File: src/rtl/tub_scheduler_pkg.sv
// Shared constants, state encoding and helpers for the tube scheduler.
// Geometry defaults, initial tube table, LFSR seed and per-lane byte pick.
package tub_scheduler_pkg;

  localparam int H_WRAP = 850;
  localparam int TUB_W  = 60;
  localparam int GAP    = 120;
  localparam int V_MAX  = 480;

  localparam logic [3:0][9:0] INIT_H = {
    10'd836, 10'd624, 10'd412, 10'd200
  };

  localparam logic [9:0]  GAP_TOP_INIT = 10'd180;
  localparam logic [15:0] LFSR_SEED    = 16'hACE1;

  typedef enum logic [1:0] {
    ST_IDLE = 2'b00,
    ST_PLAY = 2'b01,
    ST_OVER = 2'b10
  } state_t;

  // Byte 0 of the LFSR rotated left by 4*lane, so lanes that
  // wrap together draw different random bytes.
  function automatic logic [7:0] lane_rnd(
    input logic [15:0] l,
    input int          lane
  );
    return 8'({l, l} >> (16 - 4 * lane));
  endfunction

endpackage

File: src/rtl/tub_lane.sv
// One tube: horizontal position, gap top and lower-tube geometry.
// Ports: restore/move controls, step, rnd byte, pass_x; h/geometry/pass out.
module tub_lane #(
  parameter int         H_WRAP = tub_scheduler_pkg::H_WRAP,
  parameter int         GAP    = tub_scheduler_pkg::GAP,
  parameter int         V_MAX  = tub_scheduler_pkg::V_MAX,
  parameter logic [9:0] INIT_H = 10'd200
) (
  input  logic       clk,
  input  logic       rst,
  input  logic       restore,
  input  logic       move,
  input  logic [2:0] step,
  input  logic [7:0] rnd,
  input  logic [9:0] pass_x,
  output logic [9:0] h,
  output logic [9:0] gap_top,
  output logic [9:0] low_v,
  output logic [9:0] low_ht,
  output logic       pass
);
  import tub_scheduler_pkg::*;

  localparam logic [9:0] GAP10  = 10'(GAP);
  localparam logic [9:0] SPAN10 = 10'(V_MAX - GAP);
  localparam logic [9:0] WRAP10 = 10'(H_WRAP);

  logic       wrap;
  logic [9:0] step10;
  logic [9:0] h_dec;
  logic [9:0] h_wrp;
  logic [9:0] gap_new;

  assign step10  = {7'd0, step};
  assign wrap    = h < step10;
  assign h_dec   = h - step10;
  // h < step here, so h + H_WRAP stays inside 10 bits
  assign h_wrp   = h + WRAP10 - step10;
  assign gap_new = 10'd64 + {2'd0, rnd};
  assign pass    = !wrap && (h >= pass_x) && (h_dec < pass_x);

  always_ff @(posedge clk or negedge rst) begin
    if (!rst) begin
      h       <= INIT_H;
      gap_top <= GAP_TOP_INIT;
      low_v   <= GAP_TOP_INIT + GAP10;
      low_ht  <= SPAN10 - GAP_TOP_INIT;
    end else if (restore) begin
      h       <= INIT_H;
      gap_top <= GAP_TOP_INIT;
      low_v   <= GAP_TOP_INIT + GAP10;
      low_ht  <= SPAN10 - GAP_TOP_INIT;
    end else if (move) begin
      if (wrap) begin
        h       <= h_wrp;
        gap_top <= gap_new;
        low_v   <= gap_new + GAP10;
        low_ht  <= SPAN10 - gap_new;
      end else begin
        h <= h_dec;
      end
    end
  end

endmodule

File: src/rtl/tub_scheduler.sv
// Scrolling tube scheduler: game FSM, LFSR, hit latch, score, four lanes.
// Ports: clk/rst, frame_tick, start, hit, speed, pass_x; tube geometry, score, state.
module tub_scheduler #(
  parameter int H_WRAP = tub_scheduler_pkg::H_WRAP,
  parameter int TUB_W  = tub_scheduler_pkg::TUB_W,
  parameter int GAP    = tub_scheduler_pkg::GAP,
  parameter int V_MAX  = tub_scheduler_pkg::V_MAX
) (
  input  logic        clk,
  input  logic        rst,
  input  logic        frame_tick,
  input  logic        start,
  input  logic        hit,
  input  logic [2:0]  speed,
  input  logic [9:0]  pass_x,
  output logic [19:0] tub_loc_0,
  output logic [19:0] tub_loc_1,
  output logic [19:0] tub_loc_2,
  output logic [19:0] tub_loc_3,
  output logic [19:0] tub_loc_0_U,
  output logic [19:0] tub_loc_1_U,
  output logic [19:0] tub_loc_2_U,
  output logic [19:0] tub_loc_3_U,
  output logic [19:0] tub_size_0,
  output logic [19:0] tub_size_1,
  output logic [19:0] tub_size_2,
  output logic [19:0] tub_size_3,
  output logic [19:0] tub_size_0_U,
  output logic [19:0] tub_size_1_U,
  output logic [19:0] tub_size_2_U,
  output logic [19:0] tub_size_3_U,
  output logic [7:0]  score,
  output logic [1:0]  state
);
  import tub_scheduler_pkg::*;

  localparam logic [9:0] W10 = 10'(TUB_W);

  state_t      state_q;
  state_t      state_d;
  logic        hit_q;
  logic        hit_any;
  logic        move;
  logic        restore;
  logic [15:0] lfsr_q;
  logic        lfsr_fb;
  logic [2:0]  step;
  logic [2:0]  cnt;
  logic [8:0]  sum;
  logic [3:0]  pass;
  logic [9:0]  h       [4];
  logic [9:0]  gap_top [4];
  logic [9:0]  low_v   [4];
  logic [9:0]  low_ht  [4];

  assign hit_any = hit_q | hit;
  assign step    = (speed == 3'd0) ? 3'd1 : speed;
  assign lfsr_fb = lfsr_q[15] ^ lfsr_q[13]
                 ^ lfsr_q[12] ^ lfsr_q[10];

  always_comb begin
    state_d = state_q;
    move    = 1'b0;
    restore = 1'b0;
    unique case (state_q)
      ST_IDLE: if (start) state_d = ST_PLAY;
      ST_PLAY: begin
        if (frame_tick) begin
          if (hit_any) state_d = ST_OVER;
          else         move    = 1'b1;
        end
      end
      ST_OVER: begin
        if (start) begin
          state_d = ST_IDLE;
          restore = 1'b1;
        end
      end
      default: state_d = ST_IDLE;
    endcase
  end

  always_ff @(posedge clk or negedge rst) begin
    if (!rst) state_q <= ST_IDLE;
    else      state_q <= state_d;
  end

  // Latch only gathers hits between ticks; a tick consumes it.
  always_ff @(posedge clk or negedge rst) begin
    if (!rst)
      hit_q <= 1'b0;
    else if (state_q == ST_PLAY && !frame_tick)
      hit_q <= hit_any;
    else
      hit_q <= 1'b0;
  end

  always_ff @(posedge clk or negedge rst) begin
    if (!rst) lfsr_q <= LFSR_SEED;
    else      lfsr_q <= {lfsr_q[14:0], lfsr_fb};
  end

  always_comb begin
    cnt = 3'd0;
    for (int i = 0; i < 4; i++)
      cnt = cnt + {2'd0, pass[i]};
  end

  assign sum = {1'b0, score} + {6'd0, cnt};

  always_ff @(posedge clk or negedge rst) begin
    if (!rst)         score <= 8'd0;
    else if (restore) score <= 8'd0;
    else if (move)    score <= sum[8] ? 8'hFF : sum[7:0];
  end

  for (genvar i = 0; i < 4; i++) begin : g_lane
    tub_lane #(
      .H_WRAP (H_WRAP),
      .GAP    (GAP),
      .V_MAX  (V_MAX),
      .INIT_H (INIT_H[i])
    ) u_lane (
      .clk     (clk),
      .rst     (rst),
      .restore (restore),
      .move    (move),
      .step    (step),
      .rnd     (lane_rnd(lfsr_q, i)),
      .pass_x  (pass_x),
      .h       (h[i]),
      .gap_top (gap_top[i]),
      .low_v   (low_v[i]),
      .low_ht  (low_ht[i]),
      .pass    (pass[i])
    );
  end

  assign state = state_q;

  assign tub_loc_0 = {h[0], low_v[0]};
  assign tub_loc_1 = {h[1], low_v[1]};
  assign tub_loc_2 = {h[2], low_v[2]};
  assign tub_loc_3 = {h[3], low_v[3]};

  assign tub_loc_0_U = {h[0], 10'd0};
  assign tub_loc_1_U = {h[1], 10'd0};
  assign tub_loc_2_U = {h[2], 10'd0};
  assign tub_loc_3_U = {h[3], 10'd0};

  assign tub_size_0 = {W10, low_ht[0]};
  assign tub_size_1 = {W10, low_ht[1]};
  assign tub_size_2 = {W10, low_ht[2]};
  assign tub_size_3 = {W10, low_ht[3]};

  assign tub_size_0_U = {W10, gap_top[0]};
  assign tub_size_1_U = {W10, gap_top[1]};
  assign tub_size_2_U = {W10, gap_top[2]};
  assign tub_size_3_U = {W10, gap_top[3]};

endmodule
File: config.mk
export PLATFORM = sky130hd
export DESIGN_NAME = tub_scheduler
export DESIGN_NICKNAME = d
export VERILOG_FILES = /design/src/rtl/tub_scheduler_pkg.sv /design/src/rtl/tub_lane.sv /design/src/rtl/tub_scheduler.sv
export SDC_FILE = /design/constraint.sdc
export NUM_CORES = 1
export LEC_CHECK = 0
export BUFFER_PORTS_ARGS = -buffer_cell sky130_fd_sc_hd__buf_2
export CAP_MARGIN = 20
export CORE_MARGIN = 5
export CORE_UTILIZATION = 59
export DETAILED_ROUTE_END_ITERATION = 12
export MAX_ROUTING_LAYER = met4
export PLACE_DENSITY = 0.95
export SYNTH_ARGS = -nofsm -noshare
export SYNTH_HDL_FRONTEND = slang
export SYNTH_SLANG_ARGS = --single-unit
File: constraint.sdc
create_clock -name clk -period 8 [get_ports clk]
set_input_delay 1.6 -clock clk [delete_from_list [all_inputs] [get_ports clk]]
set_output_delay 1.6 -clock clk [all_outputs]
set_load 0.01 [all_outputs]
# Word-level counts from Yosys, hierarchy flattened
# Cells that the tools add are included.
# Widths: inputs -> output; s select.
totals:
  in_bits: 18
  regBits: 187
op_classes:
  magnitude_cmp: 12
  muxes: 63
  n_reduce_logical: 26
  add_sub_neg: 28
  bitwise_logic: 4
  n_eq_ne: 6
ops:
  columns: ["cell", "n"]
  rows:
  - ["$mux 10", 48]
  - ["$sub 10x3->10", 8]
  - ["$add 10x10->10 const B", 4]
  - ["$add 10x7->10 const B", 4]
  - ["$ge 10x10->1", 4]
  - ["$lt 10x10->1", 4]
  - ["$lt 10x3->1", 4]
  - ["$sub 9x10->10 const A", 4]
  - ["$add 7x8->9 const A", 4]
  - ["$mux 8", 3]
  - ["$reduce_bool 2->1", 5]
  - ["$add 8x3->9", 1]
  - ["$logic_and 1x1->1", 9]
  - ["$mux 2", 4]
  - ["$ne 2x2->1 const B", 4]
  - ["$reduce_and 2->1", 4]
  - ["$mux 1", 6]
  - ["$pmux 2 s3", 1]
  - ["$logic_not 1->1", 5]
  - ["$reduce_and 4->1", 1]
  - ["$add 2x1->3", 1]
  - ["$add 3x1->3", 1]
  - ["$logic_not 3->1", 1]
  - ["$mux 3", 1]
  - ["other kinds (6)", 8]

# Longest topological paths before layout
logic_depth:
  depth_word: 13
  depth_mapped: 23
  ltp_nobuf: 23

# By module
# Synthesis repeated with hierarchy kept, for this count alone.
hier_totals:
  hier_cells: 1556
  hier_area_um2: 13943.4
by_module_without_submodules:
  columns: ["module", "area_per_inst_um2", "n_inst", "cells_per_inst"]
  rows:
  - ["tub_lane (g_lane[0].u_lane)", 2945.3, 1, 331]
  - ["tub_lane (g_lane[1].u_lane)", 2909.0, 1, 329]
  - ["tub_lane (g_lane[2].u_lane)", 2887.8, 1, 324]
  - ["tub_lane (g_lane[3].u_lane)", 2849.0, 1, 320]
  - ["tub_scheduler", 2352.3, 1, 252]

# Worst setup path before layout
# No wires, ideal clock.
synth_path:
  path_type: "input-to-reg"
  from: "in speed[2]"
  to: "reg score[2]"
  setup_time_ns: 0.137
  n_path_buf: 0
  stages: 21
  t_required_ns: 7.863
  t_arrival_ns: 6.107
  setup_slack_ns: 1.756
  cell_sequence: "o21bai_1 -> ha_1 -> inv_1 -> fa_1 -> nand3b_1 -> nand3_1 -> or3_1 -> xnor2_1 -> ha_1 -> a21o_1 -> a221oi_1 -> nand4_1 -> fa_1 -> inv_1 -> fa_1 -> fa_1 -> and4_1 -> nand4_1 -> nand2_1 -> inv_1 -> a311oi_1"
synth_via:
  elab_chain_len: 13
  elab_cells_between_ends: 33
  cone_classes: "8 x add/sub; 8 x order compare; 4 x mux; 13 x reduce/logical"
synth_lines:
  columns: ["element", "line", "text"]
  rows:
  - ["start, declared", "tub_scheduler.sv:14", "input logic [2:0] speed,"]
  - ["$logic_not 3->1", "tub_scheduler.sv:57", "assign step = (speed == 3'd0) ? 3'd1 : speed;"]
  - ["$mux 3 *", "tub_scheduler.sv:57", null]
  - ["parallel branches: the longest is 6 deep, another holds $sub 10x3->10", null, null]
  - ["$add 3x1->3 *", "tub_scheduler.sv:106", "cnt = cnt + {2'd0, pass[i]};"]
  - ["$add 8x3->9 *", "tub_scheduler.sv:109", "assign sum = {1'b0, score} + {6'd0, cnt};"]
  - ["$mux 8 * (2 in a row)", "tub_scheduler.sv:114", "else if (move) score <= sum[8] ? 8'hFF : sum[7:0];"]
  - ["$mux 8 *", "tub_scheduler.sv:113", "else if (restore) score <= 8'd0;"]
  - ["end signal, assigned", "tub_scheduler.sv:114", null]
  - ["end, declared", "tub_scheduler.sv:32", "output logic [7:0] score,"]
# Every way passes the cells marked *. The select of a mux whose other input is x is not followed.
# A chain may end at the register's enable or synchronous reset.

# Worst setup path in the final report
layout_path:
  from: "in speed[1]"
  to: "reg score[2]"
# The elaborated chain is that of the path after synthesis.

==> results.cfg <==
[place]
dp_hpwl_um = 26000
portBuffers = 223
dp_slack_ps = 1010
gp_congestion = 0.949

[floorplanning]
io_pins = 348
core_area_mm2 = 0.0225
rows = 55
dieWidth_um = 161
start_util_pct = 59.4
die_h_um = 161
dieArea_mm2 = 0.0258

[timing]
finalCritPeriodShare_pct = 82.3
fin_crit_ps = 6580
maxSlewViolCount = 0
rsz0062_at_grt = no
setup-tns-final_ps = 0
hold_violations = 0
slew_headroom_pct = 32.3
worst_pin_slew_ps = 1010
fmax_mhz = 152
fin_ws_ps = 1420
setup_viol = 0
clock_skew_ps = 20.7

[global_route]
grt_max_degree = 92
grt_pass1_vias = 10900
gr-total-overflow = 0
grtUsageTotal_pct = 27.5
grt_pass1_wl_um = 56500
antenna_found_initial = 0

[synthesis]
syn_avg_cell_area_um2 = 9.08
ys_seq_area_share_pct = 31.9
synth_area_leaders = dfrtp_1 (19%), ha_1 (19%), dfstp_2 (13%)
yosys.area.top_type = dfrtp_1
synth_seq_cells = 167
synthAdderAreaFrac_pct = 20.2
yosysUniqueCellTypes = 62
synth_edf_count = 0
synth_area_mm2 = 0.0134
synthArstFlopShare_pct = 100
post_synth_mux_area_share_pct = 0.833
synthCells = 1473
synth_top_area_share_pct = 18.5
ys_warn_count = 0
synth_top_family_by_area = adder cells
synthXorXnorAreaFrac_pct = 6.03
ys.flop_type = dfrtp_1
yosys.area_share.simple_pct = 12.5
synth_compound_gate_area_share_pct = 14.2

[pwr]
p_leak_nw = 7.16
ir_drop_mv = 0.156
finalPower_mw = 4.53
power_density_mw_per_mm2 = 314

[clock_network]
postCtsHoldBufs = 0
cts_resized = 0
cts_setup_buffers = 0
cts_tree = done
cts_buffer_depth = 2
clk_pin_slew_ps = 70
cts.sinks = 167
htree_levels = 4
cts_root_buf = clkbuf_16
cts_buffers = 17
clock_latency_ps = 440

[run_status]
outcome = complete, no violations

[setup_path]
critical_path.endpoint_type = flop
path_class = in2reg
critPathArrivalTime_ps = 6870
crit_path_max_fanout = 6
r2r-start = g_lane[0].u_lane.h[0]
rrSetupSlack_ps = 2700
cp.required_ps = 8290
reg2reg_to = score[2]
worst_setup_path_start_kind = primary input
ff2ff_path_depth = 21

[final_layout]
fill_cells = 1725
drive_gt1_share_pct = 21.2
seq_area_mm2 = 0.00426
nNetsFinal = 1844
diodes = 0
multi_input_area_mm2 = 0.00766
syn2layout_area_growth_pct = 7.95

[drt]
ant_nets = 0
dr.pass1.iters = 5
wl_per_cell_um = 18.7
drc = 0
drt_wl_total_um = 35800
drt_iter0_drc = 1068
viasPerCell = 5.76
num_vias = 11000

[worst_hold_path]
hold_start = lfsr_q[5]
min_path_cells = 0
hold_path.class = reg2reg
min_to = lfsr_q[6]

[flow_run]
maxCapViolCount = 0
[metrics by stage]
stage	cells	util, %	hold WS (ps)	area, µm²
final	1915	64.2	424	14400
after global routing	1915	64.2	434	14400
after CTS	1914	64.0	419	14400
after detailed placement	1882	61.5	411	13800
after global placement	1882	61.5	401	13800
after floorplan	1595	-	379	13800
[logic make-up after synthesis]
family / Yosys count
AND/OR/NAND/NOR: 340
AO/OA/AOI/OAI: 326
buffers and inverters: 326
adder cells (fa/ha/maj): 209
flip-flops: 167
XOR/XNOR: 92
multiplexers: 11
other: 2
[synthesized netlist by cell type (4+ instances only)]
cell      count
ha_1        198
buf_4       180
o21ai_0     137
dfrtp_1      99
a21oi_1      98
inv_1        96
nand2_1      92
nand3_1      82
xnor2_1      69
dfstp_2      68
nor3_1       49
nor2_1       48
clkbuf_1     34
xor2_1       23
o211ai_1     16
nor2b_1      15
fa_1         11
buf_2        10
mux2i_1      10
nand2b_1     10
o21a_1       10
nand4_1       9
a211o_1       8
a211oi_1      8
a31oi_1       6
buf_1         6
or3_1         6
a21o_1        5
a311oi_1      5
nand3b_1      4
nor4_1        4
[cell type report]
class	instances	share of cell area, %
Multi-Input combinational cell	1102	53.1
Sequential cell	167	29.5
Timing Repair Buffer	233	8.43
Clock buffer	20	3.09
Inverter	96	2.50
Tap cell	285	2.47
Clock inverter	12	0.893
[critical path, stage by stage]
cell and delay, ps:
buf_2 140, o21bai_1 440, ha_1 240, inv_1 70
fa_1 410, nand3b_1 160, nand3_1 150, or3_1 380
xnor2_1 150, ha_1 310, a21o_1 190, a221oi_1 240
nand4_1 160, fa_1 550, inv_1 60, fa_1 450
fa_1 430, and4_1 220, nand4_1 200, nand2_1 130
inv_1 90, a311oi_1 90
[power breakdown]
group / internal (mW) / switching (mW)
combinational: 0.943 / 1.31
clock: 0.450 / 0.390
sequential: 1.14 / 0.293
[routing by layer]
layer | wire length, µm | up-vias | track usage, % | part of all wire (%)
met5 | 0 | - | - | 0
met4 | 1140 | 0 | 10.4 | 3.2
met3 | 3280 | 87 | 5.93 | 9.2
met2 | 17400 | 520 | 44.9 | 48
met1 | 14000 | 5361 | 33.4 | 39
li1 | - | 5063 | - | -
[cells in the final DEF (no fill, tap or decap), types with 4 or more instances in the layout]
| master | instances |
|---|---|
| nor4_1 | 4 |
| buf_4 | 9 |
| fa_1 | 11 |
| nand3b_1 | 4 |
| a211o_1 | 8 |
| a31oi_1 | 6 |
| or3_1 | 6 |
| o21ai_0 | 137 |
| conb_1 | 124 |
| nor2b_1 | 15 |
| nand3_1 | 82 |
| dfrtp_1 | 99 |
| buf_2 | 222 |
| nand4_1 | 9 |
| nor2_1 | 47 |
| o211ai_1 | 16 |
| nand2_1 | 92 |
| a211oi_1 | 8 |
| xor2_1 | 23 |
| dfstp_2 | 68 |
| ha_1 | 198 |
| a21oi_1 | 98 |
| mux2i_1 | 10 |
| a311oi_1 | 5 |
| a21o_1 | 5 |
| nand2b_1 | 10 |
| clkbuf_16 | 17 |
| xnor2_1 | 69 |
| inv_6 | 6 |
| o21a_1 | 10 |
| inv_1 | 96 |
| nor3_1 | 49 |
[worst max-delay path by stage]
| stage | startpoint | endpoint | slack [ps] | cells past startpoint |
|---|---|---|---|---|
| 5_1_grt | speed[1] | score[2] | 1110 | 22 |
| 4_1_cts | speed[1] | score[2] | 1470 | 22 |
| 3_3_place_gp | speed[1] | score[2] | 1200 | 22 |
| 3_5_place_dp | speed[1] | score[2] | 1010 | 22 |
| 6_report | speed[1] | score[2] | 1420 | 22 |
| 2_1_floorplan | speed[2] | score[2] | 1760 | 21 |
[sequential cells by signal, summed over array words and instances, names as in the netlist]
register	flops
hit_q	1
g_lane.u_lane.low_v	36
g_lane.u_lane.h	40
g_lane.u_lane.low_ht	40
state	2
score	8
g_lane.u_lane.gap_top	24
lfsr_q	16
No activity file was read; power rests on OpenSTA's default activity.
